--- src/rtl/fetch_stage.sv ---
// Instruction fetch stage: PC register, next-PC select and IF/ID pipeline register.
// Ports: clk, rst (sync active-low); PCSrcE/PCTargetE redirect from execute;
//   StallF/StallD/FlushD from hazard unit; ImemAddr/ImemRdata combinational
//   instruction memory; InstrD/PCD/PCPlus4D/ValidD to decode; MisalignF pulse.
module fetch_stage (
    input  logic        clk,
    input  logic        rst,
    input  logic        PCSrcE,
    input  logic [31:0] PCTargetE,
    input  logic        StallF,
    input  logic        StallD,
    input  logic        FlushD,
    input  logic [31:0] ImemRdata,
    output logic [31:0] ImemAddr,
    output logic [31:0] InstrD,
    output logic [31:0] PCD,
    output logic [31:0] PCPlus4D,
    output logic        ValidD,
    output logic        MisalignF
);

    localparam logic [31:0] NOP = 32'h0000_0013;

    logic [31:0] r_pcf;
    logic [31:0] r_instrd;
    logic [31:0] r_pcd;
    logic [31:0] r_pcplus4d;
    logic        r_validd;
    logic        r_misalign;

    logic [31:0] w_pcplus4f;
    logic [31:0] w_pcnext;
    logic        w_bubble;

    assign w_pcplus4f = r_pcf + 32'd4;
    // Low target bits are dropped; the misalignment is only reported.
    assign w_pcnext   = PCSrcE ? {PCTargetE[31:2], 2'b00} : w_pcplus4f;
    // A redirect squashes the wrong-path instruction currently in fetch.
    assign w_bubble   = FlushD | PCSrcE;

    // A redirect overrides StallF so a taken branch is never lost.
    always_ff @(posedge clk) begin
        if (!rst) begin
            r_pcf <= 32'h0000_0000;
        end else if (PCSrcE || !StallF) begin
            r_pcf <= w_pcnext;
        end
    end

    always_ff @(posedge clk) begin
        if (!rst || w_bubble) begin
            r_instrd   <= NOP;
            r_pcd      <= 32'h0000_0000;
            r_pcplus4d <= 32'h0000_0000;
            r_validd   <= 1'b0;
        end else if (!StallD) begin
            r_instrd   <= ImemRdata;
            r_pcd      <= r_pcf;
            r_pcplus4d <= w_pcplus4f;
            r_validd   <= 1'b1;
        end
    end

    always_ff @(posedge clk) begin
        if (!rst) begin
            r_misalign <= 1'b0;
        end else begin
            r_misalign <= PCSrcE & (|PCTargetE[1:0]);
        end
    end

    assign ImemAddr  = r_pcf;
    assign InstrD    = r_instrd;
    assign PCD       = r_pcd;
    assign PCPlus4D  = r_pcplus4d;
    assign ValidD    = r_validd;
    assign MisalignF = r_misalign;

endmodule

--- config.mk ---
export PLATFORM = sky130hd
export DESIGN_NAME = fetch_stage
export DESIGN_NICKNAME = d
export VERILOG_FILES = /design/src/rtl/fetch_stage.sv
export SDC_FILE = /design/constraint.sdc
export NUM_CORES = 1
export LEC_CHECK = 0
export BUFFER_PORTS_ARGS = -buffer_cell sky130_fd_sc_hd__buf_2
export CORE_MARGIN = 2
export CORE_UTILIZATION = 45
export DETAILED_ROUTE_END_ITERATION = 6
export GPL_TIMING_DRIVEN = 0
export PLACE_DENSITY = 0.84
export SYNTH_ARGS = -nofsm -noshare
export SYNTH_HDL_FRONTEND = slang
export SYNTH_SLANG_ARGS = --single-unit
--- constraint.sdc ---
create_clock -name clk -period 2.3 [get_ports clk]
set_clock_uncertainty 0.15 [all_clocks]
set_input_delay 0.115 -clock clk [delete_from_list [all_inputs] [get_ports clk]]
set_output_delay 0.115 -clock clk [all_outputs]
set_load 0.005 [all_outputs]
==> After elaboration in Yosys (flattened, before gate mapping) <==
Cells that the tools add are included.
{ "word_totals": {"ramBits": 0, "rom_bits": 0, "mem_count": 0, "out_inout_bits": 130, "reg_bits": 130, "elab_cells": 15, "latch_bits": 0} }
{ "classes": {"div_mod_pow": 0, "n_reduce_logical": 5, "n_eq_ne": 0, "shift": 0, "mux": 1, "add_sub_neg": 1, "n_lt_le_gt_ge": 0, "n_bitwise": 2, "mul": 0} }
{ "op_table": {"columns": ["op", "count"], "rows": [
  ["32-bit by 3-bit adder with 32-bit output (second input constant)", 1],
  ["32-bit two-way mux", 1],
  ["1-bit zero test", 2],
  ["1-bit logical OR", 2],
  ["2-bit OR reduction", 1],
  ["1-bit bitwise AND", 1],
  ["1-bit bitwise OR", 1]
]} }

==> Depth between registers and ports, before layout <==
Gate-level depths: netlist of the first run.
{ "depth": {"depth_word": 2, "depth_mapped": 7, "mapped_depth_nobuf": 6} }

==> Worst setup path before layout of the first run <==
No wires, ideal clock.
{ "synth_timing": {"kind": "flip-flop to flip-flop", "from": "register r_pcf[2], in the netlist ImemAddr[2]", "to": "register r_pcf[24], in the netlist ImemAddr[24]", "arrival_ns": 1.962, "t_required_ns": 2.080, "path_stages_with_launch": 7, "setup_slack_ns": 0.118, "path_cell_list": "dfxtp_1 -> ha_1 -> nand4_1 -> or3_1 -> or4b_4 -> xor2_1 -> a21oi_1"} }
{ "synth_via": {"elab_chain_cells": 2} }
{ "synth_lines": {"columns": ["item", "line", "source"], "rows": [
  ["start, declared", "24", "logic [31:0] r_pcf;"],
  ["start signal, assigned", "46", "r_pcf <= w_pcnext;"],
  ["32-bit by 3-bit adder with 32-bit output", "35", "assign w_pcplus4f = r_pcf + 32'd4;"],
  ["32-bit two-way mux", "37", "assign w_pcnext = PCSrcE ? {PCTargetE[31:2], 2'b00} : w_pcplus4f;"]
]} }
Every way passes these cells.
A chain may end at the register's enable or synchronous reset.

==> Final worst setup path of the first run <==
{ "layout_timing": {"from": "register r_pcf[4], in the netlist ImemAddr[4]", "to": "register r_pcplus4d[23], in the netlist PCPlus4D[23]"} }
{ "layout_via": {"elab_chain_cells": 1} }
{ "layout_lines": {"columns": ["item", "line", "source"], "rows": [
  ["32-bit by 3-bit adder with 32-bit output", "35", null],
  ["end signal, assigned", "59", "r_pcplus4d <= w_pcplus4f;"],
  ["end, declared", "27", "logic [31:0] r_pcplus4d;"]
]} }
Every way passes these cells.

==> impl_results.md, run 1 <==
- First-pass GRT wire length: between 20000 and 30000 µm
- Final Core Density: 70.25%
- Core area: between 10000 and 15000 µm²
- Post-DR vias/cell: 5.381
- Cells after DPL: 940
- Final worst-path cycle share: 100.2%
- Area Overhead vs Synth: 50.97%
- Port Buf Inserts: 192
- Wire per inst: 17.66 µm
- Max Used Layer: met4
- Crit Path Category: reg2reg
- DR vias: around 5600
- Syn Area/Cell: ~8.9 µm²
- Mapped Area: about 5400 µm²
- Met3 Routed Length: 1706 µm
- GP Congestion: 0.8481
- Ant diodes: 0
- EDFF count, synth: 0
- RSZ-0062 raised after global routing: yes
- Initial antenna violation count: 0
- Final instance area: 8090 µm²
- Hold slack: approximately 0.016 ns
- Slew Limit Headroom: about two fifths
- Detailed Route WL: between 15000 and 20000 µm
- # clock sinks: 124
- Die height: 113.1 µm
- Total CTS buffers: 17
- Fin. Hold Viols: 0
- Pin count of the biggest net entering global routing: 17
- Crit path arrival time: 2.43 ns
- Hpwl dp: 11770 µm
- Endpoint class of the critical path: flop
- Ys async rst share: 0%
- M1 wire length: approximately 7400 µm
- Tightest Hold Check Type: in2reg
- Drt first-iter violations: 693
- Number of global-route vias before repair: 5481
- DRT Pass-1 Iters: 7
- Synth cell types: 43
- YS warnings: 0
- Final worst path period need: 2.306 ns
- Commonest non-fill, non-tap cell in the layout: buf_2
- Worst Path Buf+Inv: 2
- GRT Residual Overflow: 0
- Crit path largest cell delay: 0.61 ns
- Worst setup margin: -0.005610 ns
- Fmax: 0.4337 GHz
- Antenna violation net count after detailed routing: 0
- Row count: 39
- Most frequent cells in the layout: buf_2 (194), dfxtp_1 (117), nor2_1 (85), dlygate4sd3_1 (67), mux2i_1 (65)
- Crit path max fanout: 6
- Clock slew at reported path FFs: 0.06 ns
- Post-layout nets: 963
- Critical path required time: 2.43 ns
- Critical-path top delay cell: or4_4
- Fin. max-slew vios: 0
- IO Pins: 200
- Cells along the critical path: buf_6 > nand4_1 > or4_4 > buf_4 > nor3_1 > xnor2_1 > a21oi_1
- Worst-skew pair later-pin latency: 0.42 ns
- Status: complete, but fails checks
- Met2 WL: around 8800 µm
- Initial Util: 46.53%
- Pwr dens: 726.9 nW/µm²
- Residual DRC: 20
- Die Width: 113.1 µm
- Worst slew pin tran: 0.9012 ns
- Fraction of layout cells with a size suffix above 1: 31.23%
- Die area: 12800 µm²
- Max rail drop VDD: between 400 and 500 µV
- Final Non-Filler Cells: 1046
- Clock Tree Buf Depth: 2
- CTS tree: yes
- Crit path max-delay family: simple AND/OR/NAND/NOR gates
- Syn Inst Count: 600
- Max_cap viols: 0
- Ys flop type: dfxtp_1
- #FFs+latches synth: 124
- Clk Tree Root Cell: clkbuf_16
- Register area share after synthesis: a little under half
- Post-Place Cell Area: between 6000 and 7000 µm²
- GRT Total Usage: 28.29%
- Critical Path Start Type: flop
- Leak Pwr: 3.631 nW
- CTS H-tree lvls: 4
- Dpl ws: -0.1712 ns
- Endpoints failing setup: 1
- Violated checks: design-rule violations, negative setup slack
[tightest hold or removal path, cell delays in order]
cell     delay [ns]
buf_2          0.12
nor3_2         0.09
o21ai_0        0.07
o21ba_2        0.15
[cell families after synthesis]
logic type,after synthesis,share of synthesized area [%]
AOI/OAI and AO/OA,112,11.51
xor gates and xnor gates,48,7.845
adders and majority gates,1,0.2334
buffers and inverters,63,5.230
DFF,124,46.32
muxes,65,12.14
other,1,0.06998
and+or+nand+nor,186,16.65
[report_power, final]
group          internal [W]  leakage, nW  switching, W
logic              0.000317         2.30      0.000317
registers           0.00222         1.01     0.0000780
clock network       0.00202        0.319      0.000931
total               0.00455         3.63       0.00133
[worst paths after layout]
kind         slack, ns         from           end  cells after the start
min               0.02       PCSrcE  PCPlus4D[28]                      4
max reg2reg     -0.006  ImemAddr[4]  PCPlus4D[23]                      7
min reg2reg       0.31  PCPlus4D[7]   PCPlus4D[7]                      2
max             -0.006  ImemAddr[4]  PCPlus4D[23]                      7
[layout make-up]
cell class | instances | area (µm²)
clock inverters | 7 | 160.2
clock buffers | 23 | 488.0
inverters | 6 | 22.52
plain buffers | 52 | 269.0
fillers | 836 | 3426
repair buffers | 273 | 1737
well taps | 143 | 178.9
flip-flops and latches | 124 | 2496
multi-input cells | 418 | 2739
[state kept, by name, summed over array words and instances, names as in the netlist]
register / flops
InstrD: 32
PCPlus4D: 30
ValidD: 1
MisalignF: 1
ImemAddr: 30
PCD: 30
[cells in the mapped netlist, drive strengths merged, types with 5 or more instances]
master    n  share of area, %
nand2    26               1.8
nand4    12               1.7
nor4      9               1.2
dfxtp   124                46
or3       8              0.93
clkbuf   35               2.5
and4      5              0.84
buf      22               2.3
o21ai    50               4.7
mux2i    65                12
nor3     14               1.3
xnor2    24               3.9
nand3    18               1.7
xor2     24               3.9
nor2     86               6.0
a21oi    47               4.4
[stage by stage]
step | setup TNS, ns | total power (W)
finish | -0.005610 | 0.005881
global route | -0.6476 | 0.006055
CTS | 0 | 0.005845
detailed placement | -5.725 | 0.002826
global placement | -5.110 | 0.002818
floorplan | 0 | 0.002607
[timing repair]
item | CTS | global route
gates resized for setup | 7 | 39
buffers inserted | 4 | 10
hold buffers | 67 | 0
hold endpoints to repair | 66 | 0
pin swaps | 3 | 9
setup endpoints to repair | 14 | 30
[per-layer routing]
layer / up-vias / global-route usage (%)
met5: - / 0
li1: 2662 / -
met2: 316 / 48.30
met1: 2601 / 33.58
met4: 0 / 12.68
met3: 50 / 7.124
(Power assumes the default switching activity.)
==> run 2, diff against run 1 <==
ABC_AREA = 1   (was default)
==> run 2 against run 1 <==
Compared with the run above: the run now ends clean; sequential power is essentially flat; total power down 5.2%; maximum frequency grew 15%; die area increased by 2.2%; sequential share of layout area rose by 0.39 points; area after synthesis increased by 2.3%; via count increased by 11%; critical path type unchanged; largest cell class unchanged.
==> impl_results.md, run 2 <==
- Top post-synthesis cells by area: dfxtp_1 (45%), nand2_1 (15%), nor2_1 (9.7%)
- Endpoint class of the critical path: flop
- Ant diodes: 0
- Syn Area/Cell: around 6.8 µm²
- Final worst path period need: 1.999 ns
- Slew Limit Headroom: around 54%
- Die Width: approximately 110 µm
- Clock power frac: 48.8%
- Endpoints failing setup: 0
- Row count: 40
- Largest register FFs: 32
- Die height: 114.4 µm
- Synth cell count leaders: nand2_1 (214), nor2_1 (142), dfxtp_1 (124)
- Clock Tree Buf Depth: 2
- Residual DRC: 0
- R2R cell count: 8
- CTS tree: yes
- Number of global-route vias before repair: 5835
- Critical-path top delay cell: dfxtp_1
- Port Buf Inserts: roughly 190
- Total CTS buffers: 17
- Cells along the critical path: ha_1 > nand2_2 > nor2_4 > nand2_2 > nor2_2 > xor2_1 > nand2_1 > a21oi_1
- #FFs+latches synth: about 120
- Fill count: between 900 and 1000
- Detailed Route WL: about 19000 µm
- Worst-skew pair later-pin latency: 0.43 ns
- WHS Path Cells: 5
- Post-DR vias/cell: a little under 5
- Worst Path Buf+Inv: 0
- Synth cell types: 27
- GRT Total Usage: 28.24%
- Hold_buf cts: 70
- Cell mode on critical path: nand2_2
- Crit path max-delay family: simple AND/OR/NAND/NOR gates
- Mapped Area: 5480 µm²
- Setup TNS: 0 ns
- Critical path required time: 2.51 ns
- Hpwl dp: 12650 µm
- Crit Path Category: reg2reg
- Fraction of layout cells with a size suffix above 1: a little under a quarter
- Tot Pwr: 0.005577 W
- Most frequent cells in the layout: nand2_1 (214), buf_2 (199), nor2_1 (142), dfxtp_1 (124), inv_1 (83)
- RSZ-0062 raised after global routing: no
- Fmax: 0.5002 GHz
- Area Overhead vs Synth: 45.00%
- Syn Inst Count: 810
- EDFF count, synth: 0
- Pint: 0.004200 W
- CTS H-tree lvls: 4
- Register area share after synthesis: 45.30%
- Drt first-iter violations: 620
- GP Congestion: 0.9225
- # clock sinks: 124
- DR vias: 6235
- Largest area contributor in the netlist: dfxtp_1
- IO Pins: 200
- DRT Pass-1 Iters: 5
- Critical Path Start Type: flop
- Switching Fraction: around a quarter
- Post-CTS Resized: 0
- Max rail drop VDD: 416.1 µV
- Fin. max-slew vios: 0
- Pwr dens: 701.8 nW/µm²
- Clk Tree Root Cell: clkbuf_16
- Ys flop type: dfxtp_1
- Post-layout nets: 1166
- Final worst-path cycle share: 86.92%
- Ys async rst share: 0%
- GRT Residual Overflow: 0
- Crit path arrival time: 2.21 ns
- Core area: 11960 µm²
- Max_cap viols: 0
- YS warnings: 0
- First-pass GRT wire length: approximately 28000 µm
- Antenna violation net count after detailed routing: 0
- Combinational share of power: 10.4%
- Final Core Density: 66.43%
- Initial antenna violation count: 0
- Post-CTS setup buffer count: 0
- Status: complete, no violations
- Commonest non-fill, non-tap cell in the layout: nand2_1
- Fin. Hold Viols: 0
- Count leader, synth: nand2_1
- Leak Pwr: approximately 4 nW
- Initial Util: between 40 and 50%
- Worst slew pin tran: 0.6847 ns
- Die area: 13080 µm²
- Crit path largest cell delay: between 0.4 and 0.5 ns
- Clock slew at reported path FFs: 0.06 ns
- Crit path max fanout: 7
- Pin count of the biggest net entering global routing: 17
- Wire per inst: between 10 and 15 µm
- Tightest Hold Check Type: in2reg
- Cell count along the critical path: 8
- Seq pwr share: 40.8%
- Synth top area share: 45.30%
- Net load switching power: 0.001377 W
## run 2: power groups by stage
stage	clock network, W	logic (W)	registers (W)
floorplan	0	0.000261	0.00231
global placement	0	0.000465	0.00232
detailed placement	0	0.000470	0.00232
CTS	0.00274	0.000564	0.00227
global route	0.00284	0.000640	0.00228
finish	0.00272	0.000581	0.00227
## run 2: final cells by class
| type | instances | area, µm² | share of cell area (%) |
|---|---|---|---|
| Multi-Input combinational cell | 559 | 2489 | 31.32 |
| Sequential cell | 124 | 2482 | 31.24 |
| Timing Repair Buffer | 261 | 1657 | 20.85 |
| Clock buffer | 22 | 494.2 | 6.219 |
| Inverter | 85 | 319.1 | 4.015 |
| Buffer | 47 | 209.0 | 2.630 |
| Tap cell | 147 | 183.9 | 2.315 |
| Clock inverter | 10 | 112.6 | 1.417 |
## run 2: stage by stage
| stage | area [µm²] | std cells | hold WS (ns) | worst slack (ns) |
|---|---|---|---|---|
| 4_1_cts | 7946 | 1255 | 0.008935 | 0.3192 |
| 2_1_floorplan | 5499 | 815 | 0.08222 | 0.6452 |
| 3_3_place_gp | 6639 | 1153 | 0.1791 | 0.3565 |
| 5_1_grt | 7946 | 1255 | 0.04369 | 0.1708 |
| 6_report | 7946 | 1255 | 0.04402 | 0.3010 |
| 3_5_place_dp | 6639 | 1153 | 0.1826 | 0.3344 |
## run 2: worst paths after layout
| path | startpoint | to | slack [ns] |
|---|---|---|---|
| setup / recovery | ImemAddr[2] | ImemAddr[16] | 0.30 |
| hold / removal | PCTargetE[30] | ImemAddr[30] | 0.04 |
| setup reg to reg | ImemAddr[2] | ImemAddr[16] | 0.30 |
| hold reg to reg | InstrD[21] | InstrD[21] | 0.31 |
## run 2: tightest hold or removal path, stage by stage
cell and delay [ns]:
buf_2 0.10, nand2_1 0.11, o21ai_0 0.10, inv_1 0.06, a21oi_1 0.07
## run 2: layer usage
layer / part of all wire, % / vias up / GRT usage, %
met4: 3.2 / 0 / 13.25
met2: 47 / 312 / 47.78
met3: 8.4 / 49 / 7.411
li1: - / 3072 / -
met5: 0 / - / 0
met1: 41 / 2802 / 33.44
## run 2: cells by family (layout without fill, tap and decap cells)
group           Yosys count  after routing  share of synthesized area (%)
fa+ha+maj                 1              1                         0.2283
other cells               1              6                        0.06843
xor+xnor                 15             15                          2.397
compound gates          144            144                          13.49
flops                   124            124                          45.30
buf+inv                 132            425                          9.635
simple gates            393            393                          28.88
==> run 3, diff against run 2 <==
CAP_MARGIN = 40   (was default)
HOLD_SLACK_MARGIN = 0.05   (was default)
clock period = 1.7 ns   (was 2.3 ns; I/O delays follow)
==> run 3 against run 2 <==
Compared with the run above: largest power group unchanged; setup slack worse by 0.36 ns; the run now ends with negative setup slack left; combinational power is 45% higher; critical endpoint is now ImemAddr[17]; core utilization is 3.0 points higher; hold slack improved by 0.096 ns; critical path type unchanged; global-route usage up 0.51 points.
==> impl_results.md, run 3 (synthesized netlist as in run 2, its figures left out) <==
- Post-layout nets: approximately 1200
- GP Congestion: 0.9225
- Critical path required time: 1.91 ns
- Violated checks: negative setup slack
- Fin. Hold Viols: 0
- DR vias: 6327
- Final worst-path cycle share: 103.6%
- Cell count along the critical path: 7
- Crit Path Category: reg2reg
- Slew Limit Headroom: around half
- Hpwl dp: 12650 µm
- Initial Util: 45.82%
- Crit path max-delay family: simple AND/OR/NAND/NOR gates
- Crit path largest cell delay: 0.39 ns
- Die height: 114.4 µm
- Clk Tree Root Cell: clkbuf_16
- Crit Reg-Reg Endpoint: ImemAddr[17]
- Fraction of layout cells with a size suffix above 1: 29.49%
- Initial antenna violation count: 0
- Most frequent cells in the layout: buf_2 (199), nand2_1 (196), nor2_1 (129), dfxtp_1 (104), inv_1 (82)
- Max rail drop VDD: 579.9 µV
- Seq. cell area: 2530 µm²
- WHS Path Cells: 4
- Final Core Density: 69.41%
- Worst R2R Setup Slack: -0.06 ns
- DRT Pass-1 Iters: 7
- Die area: 13080 µm²
- Fill count: roughly 900
- Tightest Hold Check Type: in2reg
- Worst R2R Start: ImemAddr[12]
- Post-DR vias/cell: between 4 and 5
- Critical Path Start Type: flop
- Cell mode on critical path: nand2_1
- CTS tree: yes
- Final instance area: 8303 µm²
- Clock Tree Buf Depth: 2
- Multi-input logic area: 2684 µm²
- Residual DRC: 0
- Dpl ws: -0.2656 ns
- # clock sinks: 124
- First-pass GRT wire length: 28960 µm
- Final worst path period need: 1.762 ns
- Antenna violation net count after detailed routing: 0
- Cells along the critical path: nand2_1 > nor2_1 > nand2_1 > nor2_4 > xor2_1 > nand2_1 > a21oi_1
- Endpoint class of the critical path: flop
- GRT Total Usage: between 20 and 30%
- Clock slew at reported path FFs: 0.06 ns
- Fin. max-slew vios: 0
- Total CTS buffers: 17
- Wire per inst: 15.55 µm
- Max_cap viols: 0
- Fmax: 0.5676 GHz
- Crit path to: ImemAddr[17]
- Pwr dens: just over 900 nW/µm²
- Die Width: 114.4 µm
- Hold slack: 0.1403 ns
- Hold Path Origin: StallD
- GRT Residual Overflow: 0
- Worst setup margin: -0.06171 ns
- Critical-path top delay cell: dfxtp_4
- Status: complete, but fails checks
- Worst slew pin tran: roughly 0.73 ns
- Ant diodes: 0
- R2R cell count: 7
- Number of global-route vias before repair: 5979
- Area Overhead vs Synth: 51.51%
- CTS H-tree lvls: 4
- RSZ-0062 raised after global routing: yes
- Detailed Route WL: roughly 20000 µm
- Leak Pwr: 4.014 nW
- Drt first-iter violations: 721
- Largest register FFs: 32
- Crit path arrival time: 1.97 ns
- Core area: ~12000 µm²
- Post-Place Cell Area: 6639 µm²
- Worst-skew pair later-pin latency: 0.43 ns
- Pin count of the biggest net entering global routing: 17
- Port Buf Inserts: 191
- Crit path max fanout: 5
- Worst Path Buf+Inv: 0
- IO Pins: 200
- Endpoints failing setup: 5
- CP startpoint: ImemAddr[12]
- Commonest non-fill, non-tap cell in the layout: buf_2
- Tot Pwr: around 0.0076 W
- Row count: 40
[run 3: cell type report]
class,count,share of cell area [%]
tap,147,2.215
multi-input combinational,559,32.32
clock buffer,22,5.952
buffer,45,2.426
timing repair buffer,274,21.41
inverter,85,3.843
clock inverter,10,1.356
sequential,124,30.47
[run 3: metrics by stage]
step,TNS (ns),instances
after global placement,-3.745,1153
after detailed placement,-4.642,1153
after floorplan,0,815
after CTS,-0.07452,1264
after global routing,-1.523,1266
final,-0.1459,1266
[run 3: what timing repair did]
item	in CTS	in global routing
hold buffers	73	0
endpoints found under the hold margin	66	0
pin swaps	3	14
setup buffers	6	4
setup endpoints to repair	36	46
cloned	0	0
resized for setup	20	71
[run 3: worst min-delay path by stage]
stage	to
after floorplan	InstrD[0]
after global placement	InstrD[1]
after detailed placement	InstrD[0]
after CTS	ImemAddr[12]
after global routing	ImemAddr[8]
final	InstrD[7]
[run 3: tightest hold or removal path, stage by stage]
cell	delay, ns
buf_2	0.19
clkbuf_1	0.24
nand2_1	0.10
a21oi_1	0.05
[run 3: metal layers]
| metal | global-route usage [%] | part of all wire [%] | up-vias | routed length (µm) |
|---|---|---|---|---|
| met4 | 13.25 | 4.1 | 0 | 805 |
| met2 | 48.69 | 48 | 327 | 9404 |
| met1 | 33.57 | 39 | 2842 | 7662 |
| met3 | 8.417 | 9.2 | 68 | 1810 |
| li1 | - | - | 3090 | - |
| met5 | 0 | 0 | - | 0 |
[run 3: report_power, final]
group	switching, W	leakage, nW	internal (W)	total, W
combinational	0.000462	2.71	0.000377	0.000840
sequential	0.0000924	1.02	0.00299	0.00308
clock	0.00136	0.286	0.00234	0.00370
